File: src/rtl/mux_arb_pkg.sv
// Shared types and sizes for the four-way round-robin mux arbiter.
package mux_arb_pkg;
  localparam int NUM_REQ = 4;
  localparam int SEL_W   = 2;

  typedef enum logic {
    IDLE  = 1'b0,
    GRANT = 1'b1
  } arb_state_t;
endpackage

File: src/rtl/mux414_arbiter_rr_pick4.sv
// Combinational round-robin picker: first requester at or after ptr, wrapping mod 4.
module rr_pick4
  import mux_arb_pkg::*;
(
  input  logic [NUM_REQ-1:0] req,
  input  logic [SEL_W-1:0]   ptr,
  output logic [SEL_W-1:0]   win_idx,
  output logic [NUM_REQ-1:0] win_gnt,
  output logic               any_req
);

  logic found;

  always_comb begin
    logic [SEL_W-1:0] cand;
    found   = 1'b0;
    win_idx = ptr;
    cand    = ptr;
    any_req = |req;
    for (int k = 0; k < NUM_REQ; k++) begin
      cand = ptr + SEL_W'(k);
      if (!found && req[cand]) begin
        found   = 1'b1;
        win_idx = cand;
      end
    end
    win_gnt = any_req ? (NUM_REQ'(1) << win_idx) : '0;
  end

endmodule

File: src/rtl/mux414_arbiter.sv
// Round-robin arbiter for the shared 4x4-bit mux with per-grant burst limit.
//
// state | meaning
// IDLE  | no grant; arbitrate among requests starting at ptr
// GRANT | one requester owns the mux until it drops or hits MAX_BURST beats
module mux414_arbiter
  import mux_arb_pkg::*;
#(
  parameter int unsigned MAX_BURST = 8
) (
  input  logic               inClk,
  input  logic               inRst,
  input  logic [NUM_REQ-1:0] inReq,
  input  logic               inReady,
  output logic [NUM_REQ-1:0] outGnt,
  output logic [SEL_W-1:0]   outSel,
  output logic               outValid,
  output logic               outBurstEnd
);

  localparam logic [7:0] LAST_CNT = 8'(MAX_BURST - 1);

  arb_state_t         state;
  logic [SEL_W-1:0]   ptr;
  logic [7:0]         cnt;

  logic [SEL_W-1:0]   win_idx;
  logic [NUM_REQ-1:0] win_gnt;
  logic               any_req;
  logic               accept;
  logic               release_gnt;

  rr_pick4 u_pick (
    .req     (inReq),
    .ptr     (ptr),
    .win_idx (win_idx),
    .win_gnt (win_gnt),
    .any_req (any_req)
  );

  // outSel holds the granted index for the whole of GRANT, so it doubles as g.
  assign outValid    = (state == GRANT) && inReq[outSel];
  assign accept      = outValid && inReady;
  assign release_gnt = (state == GRANT) &&
                       (!inReq[outSel] || (accept && (cnt == LAST_CNT)));
  assign outBurstEnd = release_gnt;

  always_ff @(posedge inClk) begin
    if (inRst) begin
      state  <= IDLE;
      ptr    <= '0;
      cnt    <= '0;
      outGnt <= '0;
      outSel <= '0;
    end else begin
      case (state)
        IDLE: begin
          if (any_req) begin
            outGnt <= win_gnt;
            outSel <= win_idx;
            cnt    <= '0;
            state  <= GRANT;
          end
        end
        GRANT: begin
          if (release_gnt) begin
            ptr    <= outSel + SEL_W'(1);
            outGnt <= '0;
            state  <= IDLE;
          end else if (accept) begin
            cnt <= cnt + 8'd1;
          end
        end
        default: state <= IDLE;
      endcase
    end
  end

endmodule

File: config.mk
export PLATFORM = sky130hd
export DESIGN_NAME = mux414_arbiter
export DESIGN_NICKNAME = d
export VERILOG_FILES = /design/src/rtl/mux_arb_pkg.sv /design/src/rtl/mux414_arbiter_rr_pick4.sv /design/src/rtl/mux414_arbiter.sv
export SDC_FILE = /design/constraint.sdc
export NUM_CORES = 1
export LEC_CHECK = 0
export BUFFER_PORTS_ARGS = -buffer_cell sky130_fd_sc_hd__buf_4
export CAP_MARGIN = 10
export CORE_MARGIN = 2
export CORE_UTILIZATION = 40
export DETAILED_ROUTE_END_ITERATION = 10
export HOLD_SLACK_MARGIN = 0.12
export PLACE_DENSITY_LB_ADDON = 0.12
export SLEW_MARGIN = 20
export SYNTH_ARGS = -nofsm -noshare
export SYNTH_HDL_FRONTEND = slang
export SYNTH_SLANG_ARGS = --single-unit
File: constraint.sdc
create_clock -name inClk -period 3.8 [get_ports inClk]
set_input_delay 0.19 -clock inClk [delete_from_list [all_inputs] [get_ports inClk]]
set_output_delay 0.19 -clock inClk [all_outputs]
set_load 0.01 [all_outputs]
# Yosys cells after proc, flatten, opt, wreduce, memory -nomap -nowiden
# Cells that the tools add are included.
totals:
  ff_bits: 17
  latchBits: 0
  ram_bits: 0
  romBits: 0
  input_bits: 7
  out_inout_bits: 8
  wordCells: 65
  mem_count: 0
op_classes:
  addsub: 5
  multipliers: 0
  div_mod_pow: 0
  order_cmp: 5
  eq_ne: 5
  n_shift: 1
  muxes: 26
  bitwise_logic: 1
  n_reduce_logical: 17
op_table:
  columns: ["operator", "count"]
  rows:
  - ["8-bit two-way mux", 3]
  - ["8-bit case mux with 2 select lines", 1]
  - ["2-bit by 3-bit < comparator with 1-bit output, second input constant", 5]
  - ["1-bit binary-select mux with 2-bit select", 5]
  - ["1-bit two-way mux", 10]
  - ["8-bit by 1-bit adder with 8-bit output, second input constant", 1]
  - ["8-bit by 3-bit == test with 1-bit output, second input constant", 1]
  - ["4-bit two-way mux", 2]
  - ["4-bit case mux with 2 select lines", 1]
  - ["1-bit logical AND", 7]
  - ["2-bit two-way mux", 3]
  - ["2-bit inequality test, second input constant", 3]
  - ["2-bit AND reduction", 3]
  - ["2-bit by 1-bit adder with 2-bit output, second input constant", 2]
  - ["2-bit adder, second input constant", 2]
  - ["1-bit logical NOT", 4]
  - ["4-bit OR reduction", 1]
  - ["1-bit by 2-bit left shift with 4-bit output, first input constant", 1]
  - ["3-bit AND reduction", 1]
  - ["2-bit by 1-bit inequality test with 1-bit output, second input constant", 1]
  - ["1-bit case mux with 2 select lines", 1]
  - ["1-bit logical OR", 1]
  - ["1-bit NOT", 1]

# Longest topological paths before layout
# Gate-level depths: netlist of the first run.
logic_depth:
  word_depth: 15
  depth_mapped: 6
  mapped_depth_nobuf: 5

# Hierarchy
# From an unflattened synthesis of the first run, not the netlist that was laid out.
unflattened:
  hier_cells: 131
  hier_area_um2: 1083.5
by_module_without_submodules:
  columns: ["module", "instances", "cells_each", "area_each_um2", "seq_area_each_um2"]
  rows:
  - ["mux414_arbiter", 1, 98, 857.1, 340.3]
  - ["rr_pick4", 1, 33, 226.5, 0.0]

# Worst setup path after synthesis of the first run
# Ideal clock, no wire load.
synth_path:
  path_kind: "reg-to-reg"
  startpoint: "register cnt[0]"
  endpoint: "register ptr[0]"
  setup_time_ns: 0.136
  t_arrival_ns: 1.516
  required_ns: 3.664
  path_slack_ns: 2.148
  path_stages_with_launch: 7
  path_buffers: 1
  synth_period_minus_slack_ns: 1.652
  path_cell_list: "dfxtp_1 > ha_1 > nand4bb_1 > nor4_1 > or2_2 > buf_2 > a211oi_1"
synth_between:
  elab_chain_len: 5
synth_lines:
  columns: ["item", "line", "text"]
  rows:
  - ["start: declaration", "mux414_arbiter.sv:25", "logic [7:0] cnt;"]
  - ["start signal: assignment", "mux414_arbiter.sv:71", "cnt <= cnt + 8'd1;"]
  - ["8-bit by 3-bit == test with 1-bit output", "mux414_arbiter.sv:45", "(!inReq[outSel] || (accept && (cnt == LAST_CNT)));"]
  - ["1-bit logical AND", "mux414_arbiter.sv:45", null]
  - ["1-bit logical OR", "mux414_arbiter.sv:45", null]
  - ["1-bit logical AND", "mux414_arbiter.sv:44", "assign release_gnt = (state == GRANT) &&"]
  - ["via outBurstEnd", "mux414_arbiter.sv:18", "output logic outBurstEnd"]
  - ["2-bit AND reduction (no source line)", null, null]
  - ["end signal: assignment", "mux414_arbiter.sv:67", "ptr <= outSel + SEL_W'(1);"]
  - ["end: declaration", "mux414_arbiter.sv:24", "logic [SEL_W-1:0] ptr;"]
# The timed path passes the listed nets, and every way through them passes these cells.
# A chain may end at the register's enable or synchronous reset.

# Worst setup path after layout of the first run
layout_path:
  startpoint: "register cnt[0]"
  endpoint: "output outBurstEnd"
layout_between:
  elab_chain_len: 4
layout_lines:
  columns: ["item", "line"]
  rows:
  - ["8-bit by 3-bit == test with 1-bit output", "mux414_arbiter.sv:45"]
  - ["1-bit logical AND", "mux414_arbiter.sv:45"]
  - ["1-bit logical OR", "mux414_arbiter.sv:45"]
  - ["1-bit logical AND", "mux414_arbiter.sv:44"]
  - ["end: declaration", "mux414_arbiter.sv:18"]
# No other way between the ends.

==> results of run 1 <==
[Yosys cell counts, drive strengths merged (2+ instances only)]
master	count	area, µm²
or4	3	22.5
o22ai	2	12.5
o31ai	3	22.5
mux2	2	22.5
inv	7	26.3
nand2	9	33.8
nand3	10	50.1
o211ai	2	28.8
nor3	3	15.0
o32ai	4	35.0
dfxtp	17	340
nor2b	3	18.8
a211oi	2	15.0
a21oi	12	60.1
or3	5	31.3
clkbuf	4	15.0
and2	3	18.8
o21ai	9	45.0
buf	2	10.0
[how the worst max path moves through the flow]
| stage | slack [ns] | depth (start not counted) | start | to |
|---|---|---|---|---|
| 3_5_place_dp | 1.93 | 5 | cnt[0] | outBurstEnd |
| 4_1_cts | 1.59 | 5 | cnt[0] | outBurstEnd |
| 3_3_place_gp | 2.04 | 5 | cnt[0] | outBurstEnd |
| 2_1_floorplan | 2.15 | 6 | cnt[0] | ptr[0] |
| 6_report | 1.61 | 5 | cnt[0] | outBurstEnd |
| 5_1_grt | 1.33 | 5 | cnt[0] | outBurstEnd |
[metal layers]
metal  track usage, %  vias up  routed length [µm]
met5                0        -                   0
li1                 -      481                   -
met1             26.8      471                1180
met2             28.4       27                 980
met4             4.27        0                  14
met3             6.50        2                 125
[registers in the layout (all words and copies together) (netlist names)]
register	count
cnt	8
outSel	2
ptr	2
state	1
outGnt	4
[worst min-delay path, cell delays in order]
cell	delay (ns)
buf_4	0.11
inv_1	0.06
o31ai_1	0.07
a21oi_1	0.12
[final cells by class]
type	count	area (µm²)	area share [%]
clock buffers	3	22.5	2.00
clock inverters	1	5.00	0.443
inverters	7	26.3	2.33
multi-input cells	89	584	51.8
flip-flops and latches	17	340	30.2
well taps	28	35.0	3.10
repair buffers	15	115	10.2
[per-stage QoR]
| stage | cells | setup WS, ns | utilization [%] |
|---|---|---|---|
| 2_1_floorplan | 119 | 2.15 | - |
| 3_3_place_gp | 155 | 2.04 | 48.4 |
| 3_5_place_dp | 155 | 1.93 | 48.4 |
| 4_1_cts | 160 | 1.59 | 50.1 |
| 5_1_grt | 160 | 1.33 | 50.1 |
| 6_report | 160 | 1.61 | 50.1 |
[power by group]
part           internal (mW)  total [mW]  switching [mW]
Clock                 0.0392       0.101          0.0617
Sequential             0.187       0.199          0.0116
Combinational         0.0408      0.0892          0.0484
Total                  0.267       0.389           0.122
[cell families (layout without fill, tap and decap cells)]
group	count (synthesis)	after routing	synth area share, %
DFF	17	17	34.9
AOI/OAI and AO/OA	41	41	28.7
buffers and inverters	13	26	5.26
adders and majority gates	1	1	1.28
and+or+nand+nor	43	43	24.4
muxes	3	3	4.62
xor gates and xnor gates	1	1	0.898
==> impl_metrics.toml, run 1 <==
[synth]
netlist_area_um2 = 976
ys_warn_count = 0
ys_ff_latch = 17
synth_cells = 119
synth_nets = 127
ys.flop_type = "dfxtp_1"
synth_edf_count = 0
synth_area_per_cell_um2 = 8.20
async_reset_ff_share_pct = 0
synth_cell_type_count = 37
synth_seq_area_share_pct = 34.9

[setup_path]
crit_buf_inv = 1
slowest_delay_ns = 0.44
r2r_slack_ns = 2.02
rr_startpoint = "cnt[0]"
reg2reg_to = "ptr[0]"
cp_slowest_cell = "nor4_1"
cp_max_fo = 7
cp.arrival_ns = 2.00
start_kind = "flop"
crit_path_end_kind = "output pin"
r2r_cells = 5
cp_cell_sequence = "ha_1 -> nand4bb_1 -> nor4_1 -> or2_2 -> buf_4"
worst-setup-path-type = "reg2out"
required_ns = 3.61
critPathTopFamily = "simple AND/OR/NAND/NOR gates"

[clock_tree]
clk_pin_slew_ns = 0.11
cts_buffer_depth = 2
post_cts_buffers = 0
cts_tree = "yes"
insertion_delay_ns = 0.30
h-tree-depth = 1
clock-sinks = 17
cts_root_buffer = "clkbuf_4"
cts-resized-gates = 0
postCtsHoldBufs = 1
cts_buffers = 3

[timing]
fmax_ghz = 0.456
relSlewSlack_pct = 71.2
rsz0062_at_grt = "no"
setup_viol = 0
slew_violations = 0
min_period_ns = 2.19
hold_ws_ns = 0.291
fin_setup_tns_ns = 0
finClkSkew_ns = 0.00338
fin_crit_sh_pct = 57.7
worst_pin_slew_ns = 0.428
hold_viol_final = 0

[place]
port-buffer-count = 14
place_congestion = 0.774
dp_hpwl_mm = 1.65
place_area_um2 = 1090

[power]
vdd_ir_drop_max_mv = 0.220
powerDensity_nw_per_um2 = 345
total_power_mw = 0.389
p_leak_nw = 0.399

[finish]
num-fill-cells = 221
antenna_cells = 0
drive_gt1_share_pct = 18.2
layout_common_cells = "dfxtp_1 (17), buf_4 (14), a21oi_1 (12)"
area.growth.synth_to_final_pct = 15.6
fin_nets = 141
post-route-cell-area_um2 = 1130
mostFrequentLayoutCell = "dfxtp_1"

[global_routing]
grt_pass1_vias = 867
grt.overflow.total = 0
grt_usage_pct = 19.2
grt_pass1_wl_mm = 3.95
antenna_found_initial = 0
grt_max_degree = 17

[job]
cap_violations = 0

[drt]
wl_per_cell_um = 14.4
ant_nets = 0
num_vias = 981
vias_per_cell = 6.13
firstDrtPassIters = 4
drt-total-wl_mm = 2.30
drt_iter0_markers = 25
drc = 0

[die]
fp-row-count = 17
ios = 15
dieArea_um2 = 2850
die_x_um = 53.4
floorplan.initialDensity_pct = 43.3
die_h_um = 53.4
core_area_um2 = 2250

[min_path]
holdCritStartpoint = "inReady"
min_path_cells = 4
hold_path_end = "state"
hold_path_class = "in2reg"

[status]
status = "completed"
Power figures use the tool's default switching activity.
==> inputs of run 2 (changes only) <==
==> constraint.sdc (replaced) <==
create_clock -name inClk -period 2.1 [get_ports inClk]
set_input_delay 0.105 -clock inClk [delete_from_list [all_inputs] [get_ports inClk]]
set_output_delay 0.105 -clock inClk [all_outputs]
set_load 0.01 [all_outputs]
==> run 2 against run 1 <==
Net effect: routed wire length is 5.3% lower; first-iteration DRC count fell by 12%; clock power rose by 76%; die area unchanged; via count shrank 6.7%; global-route usage shrank 1.1 points; register-to-register slack got worse by 1.6 ns; power rose by 80%; worst hold slack worse by 0.026 ns; non-clock buffer count did not move; utilization rose by 0.89 points; clock-buffer cell count unchanged; critical endpoint unchanged; largest cell class unchanged.
==> impl_metrics.toml, run 2 (same netlist as run 1, synthesis figures left out) <==
[clock_tree]
post_cts_buffers = 0
cts_tree = "yes"
clk_pin_slew_ns = 0.11
insertion_delay_ns = 0.29
cts_buffers = 3
cts_buffer_depth = 2
cts_root_buffer = "clkbuf_4"
clock-sinks = 17
h-tree-depth = 1

[timing]
fmax_ghz = 0.522
relSlewSlack_pct = 75.5
fin_setup_tns_ns = 0
finClkSkew_ns = 0.00660
hold_viol_final = 0
rsz0062_at_grt = "no"
setup_viol = 0
fin_crit_sh_pct = 91.2
worst_pin_slew_ns = 0.364
min_period_ns = 1.92
slew_violations = 0

[setup_path]
cp_slowest_cell = "dfxtp_1"
crit_path_end_kind = "output pin"
cp_max_fo = 7
slowest_delay_ns = 0.48
cp.arrival_ns = 1.81
worst-setup-path-type = "reg2out"
required_ns = 2.00
cp_cell_sequence = "mux2_2 -> o22ai_1 -> or2_2 -> buf_4"
start_kind = "flop"
r2r_cells = 4

[die]
floorplan.initialDensity_pct = 43.3
fp-row-count = 17
core_area_um2 = 2250
dieArea_um2 = 2850
die_h_um = 53.4
ios = 15
die_x_um = 53.4

[global_routing]
grt_max_degree = 17
grt_pass1_vias = 825
grt.overflow.total = 0
antenna_found_initial = 0
grt_usage_pct = 18.2
grt_pass1_wl_mm = 3.79

[drt]
vias_per_cell = 5.72
num_vias = 915
wl_per_cell_um = 13.6
drt-total-wl_mm = 2.18
ant_nets = 0
firstDrtPassIters = 4
drc = 0
drt_iter0_markers = 22

[power]
pwr-share-seq_pct = 51.4
powerDensity_nw_per_um2 = 610
swShare_pct = 30.9
combPwrFrac_pct = 23.2
total_power_mw = 0.700
p_int_mw = 0.484
p_leak_nw = 0.400
p_clk_share_pct = 25.4
p_sw_mw = 0.216
vdd_ir_drop_max_mv = 0.308

[finish]
antenna_cells = 0
largest_reg_flops = 8
multi_input_area_um2 = 604
regMostFlops = "cnt"
mostFrequentLayoutCell = "dfxtp_1"
regArea_um2 = 340
fin_nets = 141
num-fill-cells = 220
area.growth.synth_to_final_pct = 17.7
stdcell_count = 160
drive_gt1_share_pct = 19.7
fin_util_pct = 50.9
layout_common_cells = "dfxtp_1 (17), buf_4 (14), a21oi_1 (12)"
top_regs = "cnt (8), outGnt (4)"

[job]
cap_violations = 0

[min_path]
hold_path_class = "in2reg"
min_path_cells = 4

[place]
port-buffer-count = 14
placed_cells = 155
dp_hpwl_mm = 1.62
place_congestion = 0.767

[status]
status = "completed"
[run 2: stage by stage]
step	setup WS [ns]	instance area [µm²]	hold WS [ns]
after floorplan	0.448	976	0.373
after global placement	0.429	1090	0.339
after detailed placement	0.343	1090	0.338
after CTS	0.0924	1130	0.224
after global routing	0.000590	1150	0.261
final	0.184	1150	0.265
[run 2: layer usage]
layer  part of all wire, %  global-route usage (%)
met5                     0                       0
met4                  0.64                    6.41
met3                   2.9                    2.54
met2                    42                    25.9
met1                    54                    27.3
[run 2: final timing paths]
path | start | end | slack (ns)
min reg2reg | cnt[7] | cnt[7] | 0.49
min | inReq[3] | outSel[1] | 0.26
max | outSel[1] | outBurstEnd | 0.18
max reg2reg | outSel[0] | cnt[5] | 0.40
[run 2: cell type report]
class | count | area share, %
Clock buffer | 3 | 1.96
Sequential cell | 17 | 29.6
Clock inverter | 1 | 0.436
Timing Repair Buffer | 15 | 10.0
Multi-Input combinational cell | 89 | 52.6
Tap cell | 28 | 3.05
Inverter | 7 | 2.29
[run 2: what timing repair did]
| action | CTS | global route |
|---|---|---|
| resized for setup | 1 | 2 |
| endpoints found under the setup margin | 1 | 1 |
| pin swaps | 0 | 0 |
| hold endpoints to repair | 6 | 0 |
| hold buffers | 1 | 0 |
[run 2: critical path, delay by kind of cell, from the launching register on]
kind / cells / cell delay [ns]
flip-flops: 1 / 0.48
AO/OA/AOI/OAI: 1 / 0.28
multiplexers: 1 / 0.37
AND/OR/NAND/NOR: 1 / 0.25
buffers and inverters: 1 / 0.14
[run 2: power groups by stage]
stage,logic (mW),registers (mW),clock network (mW)
floorplan,0.107,0.364,0
global placement,0.157,0.367,0
detailed placement,0.157,0.367,0
CTS,0.161,0.359,0.182
global route,0.181,0.363,0.197
finish,0.163,0.360,0.178
